**config.mk**
```make
export PLATFORM = sky130hd
export DESIGN_NAME = axis_tone_sequencer
export DESIGN_NICKNAME = d
export VERILOG_FILES = /design/src/rtl/tone_seq_pkg.sv /design/src/rtl/tone_seq_table.sv /design/src/rtl/axis_tone_sequencer.sv
export SDC_FILE = /design/constraint.sdc
export NUM_CORES = 1
export LEC_CHECK = 0
export ABC_AREA = 1
export CAP_MARGIN = 5
export CORE_ASPECT_RATIO = 1.1
export CORE_MARGIN = 5
export CORE_UTILIZATION = 55
export CTS_BUF_LIST = sky130_fd_sc_hd__clkbuf_8
export CTS_CLUSTER_DIAMETER = 200
export CTS_CLUSTER_SIZE = 28
export DETAILED_ROUTE_END_ITERATION = 10
export PLACE_DENSITY = 0.73
export SYNTH_ARGS = -nofsm -noshare
export SYNTH_HDL_FRONTEND = slang
export SYNTH_HIERARCHICAL = 1
export SYNTH_SLANG_ARGS = --single-unit
```
**constraint.sdc**
```tcl
create_clock -name aclk -period 5.85 [get_ports aclk]
set_input_delay 1.17 -clock aclk [delete_from_list [all_inputs] [get_ports aclk]]
set_output_delay 1.17 -clock aclk [all_outputs]
set_load 0.01 [all_outputs]
```
**src/rtl/tone_seq_pkg.sv**
```systemverilog
// Shared types and default widths for the tone sequencer.
// Latency: n/a (types and constants only).
// Backpressure: n/a.
package tone_seq_pkg;

  // NCO step word: 8 integer + 24 fractional bits.
  localparam int ACC_WIDTH   = 32;
  // Dwell length in NCO output samples.
  localparam int DWELL_WIDTH = 24;

  typedef enum logic [1:0] {
    IDLE  = 2'd0,
    LOAD  = 2'd1,
    DWELL = 2'd2,
    ABORT = 2'd3
  } state_t;

  // One hop segment at the default widths.
  typedef struct packed {
    logic [ACC_WIDTH-1:0]   step;
    logic [DWELL_WIDTH-1:0] dwell;
  } seg_t;

endpackage

```
**src/rtl/tone_seq_table.sv**
```systemverilog
// Segment table: N_SEG x {step, dwell} flops, one sync write port, one async read port.
// Latency: write visible on the read port the cycle after the write edge; read is combinational.
// Backpressure: none; writes are always accepted when we=1.
//
// Ports:
//   aclk, arst_n          clock and synchronous active-low reset (clears all entries to {0,0})
//   we/wr_addr/wr_step/wr_dwell   write port
//   rd_addr -> rd_step/rd_dwell   asynchronous read port
module tone_seq_table #(
  parameter int N_SEG       = 8,
  parameter int ACC_WIDTH   = tone_seq_pkg::ACC_WIDTH,
  parameter int DWELL_WIDTH = tone_seq_pkg::DWELL_WIDTH,
  localparam int IDX_W      = $clog2(N_SEG)
) (
  input  logic                   aclk,
  input  logic                   arst_n,
  input  logic                   we,
  input  logic [IDX_W-1:0]       wr_addr,
  input  logic [ACC_WIDTH-1:0]   wr_step,
  input  logic [DWELL_WIDTH-1:0] wr_dwell,
  input  logic [IDX_W-1:0]       rd_addr,
  output logic [ACC_WIDTH-1:0]   rd_step,
  output logic [DWELL_WIDTH-1:0] rd_dwell
);

  // Same layout as tone_seq_pkg::seg_t, but sized by this instance's parameters.
  typedef struct packed {
    logic [ACC_WIDTH-1:0]   step;
    logic [DWELL_WIDTH-1:0] dwell;
  } entry_t;

  entry_t mem [N_SEG];

  always_ff @(posedge aclk) begin
    if (!arst_n) begin
      for (int i = 0; i < N_SEG; i++) begin
        mem[i] <= '0;
      end
    end else if (we) begin
      mem[wr_addr] <= '{step: wr_step, dwell: wr_dwell};
    end
  end

  assign rd_step  = mem[rd_addr].step;
  assign rd_dwell = mem[rd_addr].dwell;

endmodule

```
**src/rtl/axis_tone_sequencer.sv**
```systemverilog
// Frequency-hop scheduler: plays {step, dwell} segments to the NCO step port over AXI-Stream.
// Latency: start -> tvalid next cycle; last sample_en of a segment -> next step tvalid next cycle.
// Backpressure: step word (or abort zero word) held stable with tvalid=1 until tready; dwell starts after handshake.
//
// Ports:
//   aclk, arst_n                    clock, synchronous active-low reset
//   cfg_we/cfg_addr/cfg_step/cfg_dwell   table write (IDLE only)
//   cfg_nseg, cfg_loop              segment count (clamped to N_SEG) and loop mode, sampled on start
//   start, stop                     begin playback / abort
//   sample_en                       NCO output tvalid, one pulse per sample
//   m_axis_step_*                   AXI-Stream step word to the NCO
//   busy, seg_idx, done             status
module axis_tone_sequencer #(
  parameter int ACC_WIDTH   = tone_seq_pkg::ACC_WIDTH,
  parameter int N_SEG       = 8,
  parameter int DWELL_WIDTH = tone_seq_pkg::DWELL_WIDTH,
  localparam int IDX_W      = $clog2(N_SEG)
) (
  input  logic                   aclk,
  input  logic                   arst_n,
  input  logic                   cfg_we,
  input  logic [IDX_W-1:0]       cfg_addr,
  input  logic [ACC_WIDTH-1:0]   cfg_step,
  input  logic [DWELL_WIDTH-1:0] cfg_dwell,
  input  logic [IDX_W:0]         cfg_nseg,
  input  logic                   cfg_loop,
  input  logic                   start,
  input  logic                   stop,
  input  logic                   sample_en,
  output logic [ACC_WIDTH-1:0]   m_axis_step_tdata,
  output logic                   m_axis_step_tvalid,
  input  logic                   m_axis_step_tready,
  output logic                   busy,
  output logic [IDX_W-1:0]       seg_idx,
  output logic                   done
);

  import tone_seq_pkg::*;

  state_t                 state;
  logic [IDX_W:0]         nseg_q;
  logic                   loop_q;
  logic [DWELL_WIDTH-1:0] cnt;

  logic [IDX_W:0]         nseg_clamp;
  logic                   last_seg;
  logic [IDX_W-1:0]       next_idx;
  logic [IDX_W-1:0]       rd_addr;
  logic [ACC_WIDTH-1:0]   rd_step;
  logic [DWELL_WIDTH-1:0] rd_dwell;
  logic [DWELL_WIDTH-1:0] dwell_ld;
  logic                   table_we;

  always_comb begin
    nseg_clamp = (cfg_nseg > (IDX_W+1)'(N_SEG)) ? (IDX_W+1)'(N_SEG) : cfg_nseg;
    // nseg_q is at least 1 whenever this is consulted (LOAD/DWELL only).
    last_seg   = ({1'b0, seg_idx} == (nseg_q - (IDX_W+1)'(1)));
    next_idx   = last_seg ? '0 : (seg_idx + IDX_W'(1));
    // Single read port: IDLE pre-reads entry 0 for the start edge, DWELL
    // pre-reads the following entry so the next step word is ready on the
    // final sample, LOAD/ABORT read the current entry for its dwell.
    case (state)
      IDLE:    rd_addr = '0;
      DWELL:   rd_addr = next_idx;
      default: rd_addr = seg_idx;
    endcase
    // A zero dwell still holds the segment for one sample.
    dwell_ld   = (rd_dwell == '0) ? DWELL_WIDTH'(1) : rd_dwell;
    table_we   = cfg_we && (state == IDLE);
  end

  tone_seq_table #(
    .N_SEG       (N_SEG),
    .ACC_WIDTH   (ACC_WIDTH),
    .DWELL_WIDTH (DWELL_WIDTH)
  ) u_table (
    .aclk     (aclk),
    .arst_n   (arst_n),
    .we       (table_we),
    .wr_addr  (cfg_addr),
    .wr_step  (cfg_step),
    .wr_dwell (cfg_dwell),
    .rd_addr  (rd_addr),
    .rd_step  (rd_step),
    .rd_dwell (rd_dwell)
  );

  always_ff @(posedge aclk) begin
    if (!arst_n) begin
      state              <= IDLE;
      nseg_q             <= '0;
      loop_q             <= 1'b0;
      cnt                <= '0;
      m_axis_step_tdata  <= '0;
      m_axis_step_tvalid <= 1'b0;
      busy               <= 1'b0;
      seg_idx            <= '0;
      done               <= 1'b0;
    end else begin
      done <= 1'b0;
      case (state)
        IDLE: begin
          if (start && !stop) begin
            nseg_q <= nseg_clamp;
            loop_q <= cfg_loop;
            if (nseg_clamp == '0) begin
              done <= 1'b1;
            end else begin
              seg_idx            <= '0;
              m_axis_step_tdata  <= rd_step;
              m_axis_step_tvalid <= 1'b1;
              busy               <= 1'b1;
              state              <= LOAD;
            end
          end
        end

        LOAD: begin
          // A handshake coinciding with stop still counts; abort follows.
          if (stop) begin
            m_axis_step_tdata  <= '0;
            m_axis_step_tvalid <= 1'b1;
            state              <= ABORT;
          end else if (m_axis_step_tready) begin
            m_axis_step_tvalid <= 1'b0;
            cnt                <= dwell_ld;
            state              <= DWELL;
          end
        end

        DWELL: begin
          if (stop) begin
            m_axis_step_tdata  <= '0;
            m_axis_step_tvalid <= 1'b1;
            state              <= ABORT;
          end else if (sample_en) begin
            cnt <= cnt - DWELL_WIDTH'(1);
            if (cnt == DWELL_WIDTH'(1)) begin
              if (!last_seg || loop_q) begin
                seg_idx            <= next_idx;
                m_axis_step_tdata  <= rd_step;
                m_axis_step_tvalid <= 1'b1;
                state              <= LOAD;
              end else begin
                // One-shot end: the NCO keeps the last step word.
                done  <= 1'b1;
                busy  <= 1'b0;
                state <= IDLE;
              end
            end
          end
        end

        ABORT: begin
          // Zero step freezes the NCO phase; stop is ignored here.
          if (m_axis_step_tready) begin
            m_axis_step_tvalid <= 1'b0;
            done               <= 1'b1;
            busy               <= 1'b0;
            state              <= IDLE;
          end
        end

        default: state <= IDLE;
      endcase
    end
  end

endmodule

```
==> flow_metrics.env, run 1 <==
export IMPL_status="complete, no violations"
export IMPL_grt_pass1_vias=19600
export IMPL_ir_drop_mv=0.218
export IMPL_critPathTopFamily="buffers and inverters"
export IMPL_layout_nets=3314
export IMPL_worstPathArrival_ns=5.11
export IMPL_io_buffer_count=108
export IMPL_fin_tns_setup_ns=0
export IMPL_firstDrtPassIters=6
export IMPL_cts_resized_gates=0
export IMPL_holdBufCountCts=0
export IMPL_hold_ws_ns=0.489
export IMPL_clk_path_buf_depth=3
export IMPL_post_route_period_util_pct=77.5
export IMPL_areaGrowthSynthToFinish_pct=6.34
export IMPL_grt_max_degree=225
export IMPL_ys_warn_count=6
export IMPL_htreeDepth=1
export IMPL_slowest_delay_ns=0.69
export IMPL_synth_seq_area_share_pct=56.7
export IMPL_critPathBufInv=5
export IMPL_final_cell_count_no_fill=3889
export IMPL_drt_total_wl_mm=67.6
export IMPL_synth_seq_cells=517
export IMPL_worstPathRequired_ns=6.42
export IMPL_critical_path_class="flip-flop to flip-flop"
export IMPL_finalSetupViolCount=0
export IMPL_powerDensity_nw_per_um2=355
export IMPL_antenna_found_initial=1
export IMPL_cts_root_buffer="clkbuf_8"
export IMPL_syn_instance_count=3239
export IMPL_pin_count=109
export IMPL_dieArea_sq_um=52100
export IMPL_syn_avg_cell_area_sq_um=8.08
export IMPL_drv_slew=0
export IMPL_worstMarginPinSlew_ns=1.38
export IMPL_gr_total_overflow=0
export IMPL_insertion_delay_ns=0.68
export IMPL_mostFrequentLayoutCells="915 x nand2_1, 636 x inv_1, 570 x nor2_1"
export IMPL_grt_usage_pct=25.5
export IMPL_vias=20400
export IMPL_final_common_cell="nand2_1"
export IMPL_final_antenna_net_count=0
export IMPL_place_gp_congestion=0.902
export IMPL_syn_nets=3318
export IMPL_path_clk_slew_ns=0.18
export IMPL_hold_path_class="flip-flop to flip-flop"
export IMPL_numCtsBuffers=22
export IMPL_worstPathCellList="inv_1 -> ha_1 -> buf_4 -> nor2_1 -> inv_1 -> o2bb2ai_4 -> clkinv_2 -> buf_4 -> nand3_1 -> nand2_1 -> nand2_1 -> nand2_1 -> nor2_1 -> nand2_1 -> nor3_1 -> nand2_1 -> nor2_1 -> o21ai_0 -> a21oi_1"
export IMPL_dp_hpwl_mm=41.4
export IMPL_crit_path_start_kind="flip-flop"
export IMPL_path_common_cell="nand2_1"
export IMPL_clock_skew_ns=0.0404
export IMPL_cts_tree="built"
export IMPL_synth_area_leaders="edfxtp_1 51%, nand2_1 13%, inv_1 8.9%"
export IMPL_die_h_microns=239
export IMPL_leakagePower_nw=13.2
export IMPL_drive_gt1_share_pct=3.48
export IMPL_clock_sinks=517
export IMPL_post_route_drc_count=0
export IMPL_worst_setup_path_end_kind="flip-flop"
export IMPL_synth_area_leader_cell="edfxtp_1"
export IMPL_core_area_sq_um=46900
export IMPL_post_cts_buffers=0
export IMPL_fp_dieW_microns=218
export IMPL_wl_per_cell_microns=17.4
export IMPL_synth_top_area_share_pct=51.4
export IMPL_fin_area_sq_um=27800
export IMPL_start_util_pct=55.8
export IMPL_synth_distinct_cells=40
export IMPL_dpl_cell_area_sq_um=27400
export IMPL_placedCellCount=3848
export IMPL_hold_viol=0
export IMPL_max_freq_mhz=220
export IMPL_rows=83
export IMPL_drt_iter0_markers=2221
export IMPL_fin_crit_ns=4.54
export IMPL_grt_pass1_wl_mm=106
export IMPL_synth_area_sq_um=26200
export IMPL_drv_cap=0
export IMPL_rsz0062_at_grt="no"
export IMPL_maxSlewHeadroom_pct=8.18
export IMPL_vias_per_cell=5.24
export IMPL_crit_path_max_fanout=78
export IMPL_critPathSlowestCell="buf_4"
==> cells by family after synthesis <==
logic type / after synthesis / share of synthesized area, %
and+or+nand+nor: 1816 / 27.9
xor gates and xnor gates: 13 / 0.435
DFF: 517 / 56.7
buffers and inverters: 795 / 12.7
AOI/OAI and AO/OA: 90 / 1.88
adders and majority gates: 8 / 0.382
==> worst paths after layout <==
kind,cells after the start,to,from,slack (ns)
setup / recovery,19,cnt[0],state[0],1.31
hold / removal,2,busy,busy,0.49
setup reg to reg,19,cnt[0],state[0],1.31
hold reg to reg,2,busy,busy,0.49
==> synth_stat cells (all sizes together) <==
master   instances
nand3          251
clkbuf          54
dfxtp           69
or2              1
xor2             7
a211oi           1
nand2          936
o22ai            2
nor3             4
a21oi           42
o2bb2ai          1
xnor2            6
nor4             1
o21bai           1
buf            115
a32oi            1
inv            625
clkinv           1
a31oi            2
a21boi           1
nand4           31
edfxtp         448
a22oi            4
o21ai           34
ha               8
a221oi           1
nand3b           2
nor2           590
==> worst min-delay path: stages, from the launching register on <==
cell     delay [ns]
dfxtp_1        0.35
nand2_1        0.06
a21oi_1        0.05
==> cell type report <==
cell class              instances  area, sq um
clock buffers                  22          303
clock inverters                18         85.1
flip-flops and latches        517        14800
inverters                     626         2360
multi-input cells            1927         8100
repair buffers                141         1360
diodes                          1         2.50
well taps                     637          797
fillers                      4275        19100
==> flip-flops by register name (all words and copies together) (netlist names) <==
name and count:
loop_q 1, seg_idx 3, m_axis_step_tdata 32, u_table/mem 448, busy 1, m_axis_step_tvalid 1, cnt 24, done 1
nseg_q 4, state 2
==> per-layer routing <==
layer	GRT usage [%]	vias to the layer above	wire length, microns
met5	0	-	0
met4	6.66	0	1670
met3	3.85	101	5730
met1	35.5	9585	28100
li1	-	9828	-
met2	42.6	860	32100
==> metrics by stage <==
stage / power [mW] / worst slack (ns) / utilization, %
floorplan: 7.25 / 2.31 / -
global placement: 8.36 / 1.61 / 58.5
detailed placement: 8.42 / 1.50 / 58.5
CTS: 9.84 / 1.42 / 59.3
global route: 10.5 / 1.09 / 59.3
finish: 9.89 / 1.31 / 59.3
==> power by group <==
part | internal, mW | switching [mW]
registers | 4.31 | 0.159
logic | 1.20 | 2.76
clock network | 0.369 | 1.09
Power figures use the tool's default switching activity.
==> run 2, diff against run 1 <==
==> constraint.sdc (replaced) <==
create_clock -name aclk -period 4.4 [get_ports aclk]
set_input_delay 0.88 -clock aclk [delete_from_list [all_inputs] [get_ports aclk]]
set_output_delay 0.88 -clock aclk [all_outputs]
set_load 0.01 [all_outputs]
==> run 2 against run 1 <==
Net effect: total power grew 32%; fmax increased by 23%; setup slack worse by 0.60 ns; via count is 0.45% lower; worst hold slack better by 0.0070 ns; largest cell class unchanged; count of clock-buffer cells in the layout is 1 higher; combinational power up 31%; sequential share of layout area fell by 0.32 points; final cell count grew 0.26%.
==> flow_metrics.env, run 2 (synthesized netlist as in run 1, its figures left out) <==
export IMPL_p_int_mw=7.86
export IMPL_crit_path_max_fanout=30
export IMPL_drt_total_wl_mm=66.1
export IMPL_r2r_start="nseg_q[0]"
export IMPL_final_antenna_net_count=0
export IMPL_drt_iter0_markers=2288
export IMPL_drv_slew=0
export IMPL_placedCellCount=3858
export IMPL_grt_pass1_wl_mm=104
export IMPL_dieArea_sq_um=52100
export IMPL_finalSetupViolCount=0
export IMPL_areaGrowthSynthToFinish_pct=6.98
export IMPL_htreeDepth=1
export IMPL_drive_gt1_share_pct=3.77
export IMPL_fin_area_sq_um=28000
export IMPL_core_area_sq_um=46900
export IMPL_place_gp_congestion=0.890
export IMPL_firstDrtPassIters=5
export IMPL_numCtsBuffers=22
export IMPL_path_clk_slew_ns=0.17
export IMPL_combPwrFrac_pct=39.7
export IMPL_hp_start="cnt[22]"
export IMPL_clock_sinks=517
export IMPL_cts_root_buffer="clkbuf_8"
export IMPL_fp_dieW_microns=218
export IMPL_clock_skew_ns=0.0484
export IMPL_die_h_microns=239
export IMPL_drv_cap=0
export IMPL_rr_worst_depth=25
export IMPL_hold_end="cnt[22]"
export IMPL_hold_viol=0
export IMPL_status="complete, no violations"
export IMPL_dpl_cell_area_sq_um=27600
export IMPL_io_buffer_count=108
export IMPL_cts_tree="built"
export IMPL_ir_drop_mv=0.347
export IMPL_hold_depth=2
export IMPL_holdBufCountCts=0
export IMPL_crit_path_start_kind="flip-flop"
export IMPL_pin_count=109
export IMPL_dp_hpwl_mm=38.3
export IMPL_clkPwrFrac_pct=14.8
export IMPL_switching_power_mw=5.18
export IMPL_netSwitchingFraction_pct=39.7
export IMPL_maxSlewHeadroom_pct=25.8
export IMPL_post_cts_buffers=0
export IMPL_critical_path_class="flip-flop to flip-flop"
export IMPL_insertion_delay_ns=0.66
export IMPL_fin_crit_ns=3.68
export IMPL_regMostFlops="u_table/mem"
export IMPL_grt_pass1_vias=19400
export IMPL_largest_reg_flops=448
export IMPL_vias_per_cell=5.20
export IMPL_final_cell_count_no_fill=3899
export IMPL_worstPathArrival_ns=4.29
export IMPL_post_route_drc_count=0
export IMPL_path_common_cell="nand2_1"
export IMPL_wl_per_cell_microns=17.0
export IMPL_hold_ws_ns=0.496
export IMPL_largest_registers="u_table/mem x448, m_axis_step_tdata x32, cnt x24"
export IMPL_antenna_found_initial=1
export IMPL_mostFrequentLayoutCells="915 x nand2_1, 636 x inv_1, 570 x nor2_1"
export IMPL_r2r_slack_ns=0.72
export IMPL_powerDensity_nw_per_um2=466
export IMPL_worstMarginPinSlew_ns=1.11
export IMPL_slowest_delay_ns=0.52
export IMPL_clk_path_buf_depth=3
export IMPL_gr_total_overflow=0
export IMPL_fin_tns_setup_ns=0
export IMPL_grt_usage_pct=25.1
export IMPL_worstPathRequired_ns=5.01
export IMPL_leakagePower_nw=13.3
export IMPL_max_freq_mhz=272
export IMPL_post_route_period_util_pct=83.7
export IMPL_worst_setup_path_end_kind="flip-flop"
export IMPL_cts_resized_gates=0
export IMPL_critPathSlowestCell="clkinv_2"
export IMPL_grt_max_degree=113
export IMPL_hold_path_class="flip-flop to flip-flop"
export IMPL_r2r_end="cnt[0]"
export IMPL_vias=20300
export IMPL_start_util_pct=55.8
export IMPL_seqPwrFrac_pct=45.5
export IMPL_layout_nets=3324
export IMPL_rsz0062_at_grt="no"
export IMPL_rows=83
export IMPL_final_common_cell="nand2_1"
run 2: worst max-delay path by stage:
stage          cells after the start  slack (ns)           endpoint  startpoint
2_1_floorplan                      7        1.15  u_table/mem[0][0]      arst_n
3_3_place_gp                      25        0.82             cnt[0]   nseg_q[0]
3_5_place_dp                      25        0.81             cnt[0]   nseg_q[0]
4_1_cts                           21        0.75             cnt[0]   nseg_q[0]
5_1_grt                           25        0.39             cnt[0]   nseg_q[0]
6_report                          25        0.72             cnt[0]   nseg_q[0]
run 2: cell type report:
class                           count  area [sq um]
Fill cell                        4125         18900
Sequential cell                   517         14800
Multi-Input combinational cell   1927          8100
Inverter                          626          2360
Timing Repair Buffer              151          1520
Tap cell                          637           797
Clock buffer                       23           317
Clock inverter                     17          76.3
Antenna cell                        1          2.50
run 2: layer usage:
layer  up-vias  wire length (microns)  track usage, %
met3       111                   5930            3.33
met2       860                  31000            41.6
met5         -                      0               0
met4         0                   1650            7.44
met1      9457                  27500            34.8
li1       9855                      -               -
run 2: worst max-delay path, delay by kind of cell (launching register included):
family                   cells  cell delay (ns)
buffers and inverters        5             1.27
adder cells (fa/ha/maj)      1             0.21
AND/OR/NAND/NOR             16             1.34
AO/OA/AOI/OAI                3             0.39
flip-flops                   1             0.40
run 2: power groups by stage:
| stage | registers (mW) | logic, mW | clock network (mW) |
|---|---|---|---|
| finish | 5.93 | 5.18 | 1.93 |
| global route | 5.97 | 5.82 | 2.14 |
| CTS | 5.93 | 5.13 | 1.97 |
| detailed placement | 6.04 | 5.10 | 0 |
| global placement | 6.02 | 5.02 | 0 |
| floorplan | 6.05 | 3.59 | 0 |
run 2: metrics by stage:
stage / util [%] / worst slack [ns] / power (mW)
6_report: 59.7 / 0.719 / 13.0
5_1_grt: 59.7 / 0.386 / 13.9
4_1_cts: 59.7 / 0.749 / 13.0
3_5_place_dp: 58.8 / 0.813 / 11.1
3_3_place_gp: 58.8 / 0.818 / 11.0
2_1_floorplan: - / 1.15 / 9.64
==> run 3, diff against run 2 <==
==> constraint.sdc (replaced) <==
create_clock -name aclk -period 3.7 [get_ports aclk]
set_input_delay 0.74 -clock aclk [delete_from_list [all_inputs] [get_ports aclk]]
set_output_delay 0.74 -clock aclk [all_outputs]
set_load 0.01 [all_outputs]
==> run 3 against run 2 <==
Net effect: total power rose by 19%; via count rose by 1.4%; final area rose by 0.29%; die area did not move; fmax rose by 7.6%; clock power rose by 20%; critical path depth fell by 5; first-iteration DRC count fell by 2.5%; count of clock-buffer cells in the layout did not move; critical path type unchanged; largest power group unchanged.
==> flow_metrics.env, run 3 (synthesized netlist as in run 1, its figures left out) <==
export IMPL_core_area_sq_um=46900
export IMPL_hold_viol=0
export IMPL_clk_path_buf_depth=3
export IMPL_critPathTopFamily="simple AND/OR/NAND/NOR gates"
export IMPL_antenna_found_initial=3
export IMPL_post_route_drc_count=0
export IMPL_grt_pass1_wl_mm=108
export IMPL_dp_hpwl_mm=39.5
export IMPL_path_clk_slew_ns=0.18
export IMPL_powerDensity_nw_per_um2=555
export IMPL_vias_per_cell=5.27
export IMPL_mostFrequentLayoutCells="915 x nand2_1, 636 x inv_1, 570 x nor2_1"
export IMPL_leakagePower_nw=13.3
export IMPL_finalSetupViolCount=0
export IMPL_drive_gt1_share_pct=3.89
export IMPL_startpoint="nseg_q[0]"
export IMPL_r2r_start="nseg_q[0]"
export IMPL_grt_usage_pct=26.1
export IMPL_layout_nets=3328
export IMPL_place_gp_congestion=0.886
export IMPL_critical_path_class="flip-flop to flip-flop"
export IMPL_vias=20600
export IMPL_rows=83
export IMPL_clock_skew_ns=0.0433
export IMPL_worstPathArrival_ns=4.02
export IMPL_io_buffer_count=108
export IMPL_grt_pass1_vias=19700
export IMPL_drt_total_wl_mm=69.1
export IMPL_max_freq_mhz=292
export IMPL_holdBufCountCts=0
export IMPL_crit_path_max_fanout=35
export IMPL_regMostFlops="u_table/mem"
export IMPL_clock_sinks=517
export IMPL_status="complete, no violations"
export IMPL_htreeDepth=1
export IMPL_drv_cap=0
export IMPL_maxSlewHeadroom_pct=12.7
export IMPL_slowest_delay_ns=0.42
export IMPL_finalPower_mw=15.6
export IMPL_final_core_util_pct=59.8
export IMPL_die_h_microns=239
export IMPL_r2r_end="cnt[0]"
export IMPL_areaGrowthSynthToFinish_pct=7.29
export IMPL_numCtsBuffers=22
export IMPL_fp_dieW_microns=218
export IMPL_firstDrtPassIters=6
export IMPL_rsz0062_at_grt="yes"
export IMPL_critPathSlowestCell="dfxtp_1"
export IMPL_ir_drop_mv=0.337
export IMPL_cts_tree="built"
export IMPL_r2r_slack_ns=0.28
export IMPL_crit_path_start_kind="flip-flop"
export IMPL_cp_depth=20
export IMPL_fin_crit_ns=3.42
export IMPL_seqCellArea_sq_um=14800
export IMPL_drv_slew=0
export IMPL_drt_iter0_markers=2230
export IMPL_dieArea_sq_um=52100
export IMPL_endpoint="cnt[0]"
export IMPL_largest_reg_flops=448
export IMPL_critPathBufInv=2
export IMPL_wl_per_cell_microns=17.7
export IMPL_n_fill_cell=4141
export IMPL_hold_ws_ns=0.440
export IMPL_worstMarginPinSlew_ns=1.31
export IMPL_grt_max_degree=113
export IMPL_gr_total_overflow=0
export IMPL_final_antenna_net_count=0
export IMPL_worst_setup_path_end_kind="flip-flop"
export IMPL_cts_root_buffer="clkbuf_8"
export IMPL_worstPathRequired_ns=4.30
export IMPL_start_util_pct=55.8
export IMPL_hold_path_class="primary input to flip-flop"
export IMPL_path_common_cell="nand2_1"
export IMPL_final_common_cell="nand2_1"
export IMPL_post_route_period_util_pct=92.5
export IMPL_largest_registers="u_table/mem x448, m_axis_step_tdata x32, cnt x24"
export IMPL_insertion_delay_ns=0.67
export IMPL_multi_input_area_sq_um=8100
export IMPL_worstPathCellList="inv_1 -> ha_1 -> xnor2_1 -> nor2_2 -> nand2_1 -> nand2_1 -> o21ai_4 -> buf_4 -> nand2_1 -> nand3_1 -> nand2_1 -> nand2_1 -> nand2_1 -> nor2_1 -> nand2_1 -> nor3_1 -> nand2_1 -> nor2_1 -> o21ai_0 -> a21oi_1"
export IMPL_pin_count=109
export IMPL_rr_worst_depth=20
run 3: stage by stage:
step | cell area, sq um | worst slack [ns] | instances | TNS [ns]
5_1_grt | 28100 | -0.0243 | 3905 | -0.0243
6_report | 28100 | 0.279 | 3905 | 0
3_3_place_gp | 27700 | 0.394 | 3862 | 0
2_1_floorplan | 26200 | 0.591 | 3239 | 0
3_5_place_dp | 27700 | 0.266 | 3862 | 0
4_1_cts | 28100 | 0.210 | 3902 | 0
run 3: worst min-delay path by stage:
| stage | endpoint | slack [ns] | cells past startpoint | startpoint |
|---|---|---|---|---|
| 2_1_floorplan | cnt[11] | 0.46 | 2 | cnt[11] |
| 3_3_place_gp | busy | 0.47 | 2 | busy |
| 3_5_place_dp | busy | 0.48 | 2 | busy |
| 4_1_cts | seg_idx[2] | 0.40 | 3 | arst_n |
| 5_1_grt | cnt[20] | 0.44 | 3 | arst_n |
| 6_report | seg_idx[2] | 0.44 | 3 | arst_n |
run 3: final cells by class:
class	count	share of cell area [%]
Sequential cell	517	52.8
Clock inverter	17	0.272
Multi-Input combinational cell	1927	28.8
Clock buffer	23	1.13
Timing Repair Buffer	155	5.69
Tap cell	637	2.84
Antenna cell	3	0.0267
Inverter	626	8.40
run 3: per-layer routing:
metal | wire [microns] | vias to the layer above | GRT usage, %
met5 | 0 | - | 0
met3 | 6770 | 145 | 2.93
li1 | - | 9861 | -
met4 | 2080 | 0 | 8.20
met2 | 31900 | 1000 | 43.1
met1 | 28300 | 9556 | 36.5
run 3: timing repair:
action                     in CTS  in global routing
setup endpoints to repair       0                  3
gates resized for setup         0                  3
buffers inserted                0                  0
run 3: report_power, final:
part | internal (mW) | switching, mW | leakage, nW
Combinational | 1.94 | 4.26 | 7.85
Clock | 0.599 | 1.72 | 0.258
Sequential | 6.81 | 0.258 | 5.20
run 3: worst min-delay path: cells and delay by family:
family,cells,cell delay [ns]
buf+inv,1,0.20
simple gates,2,0.15
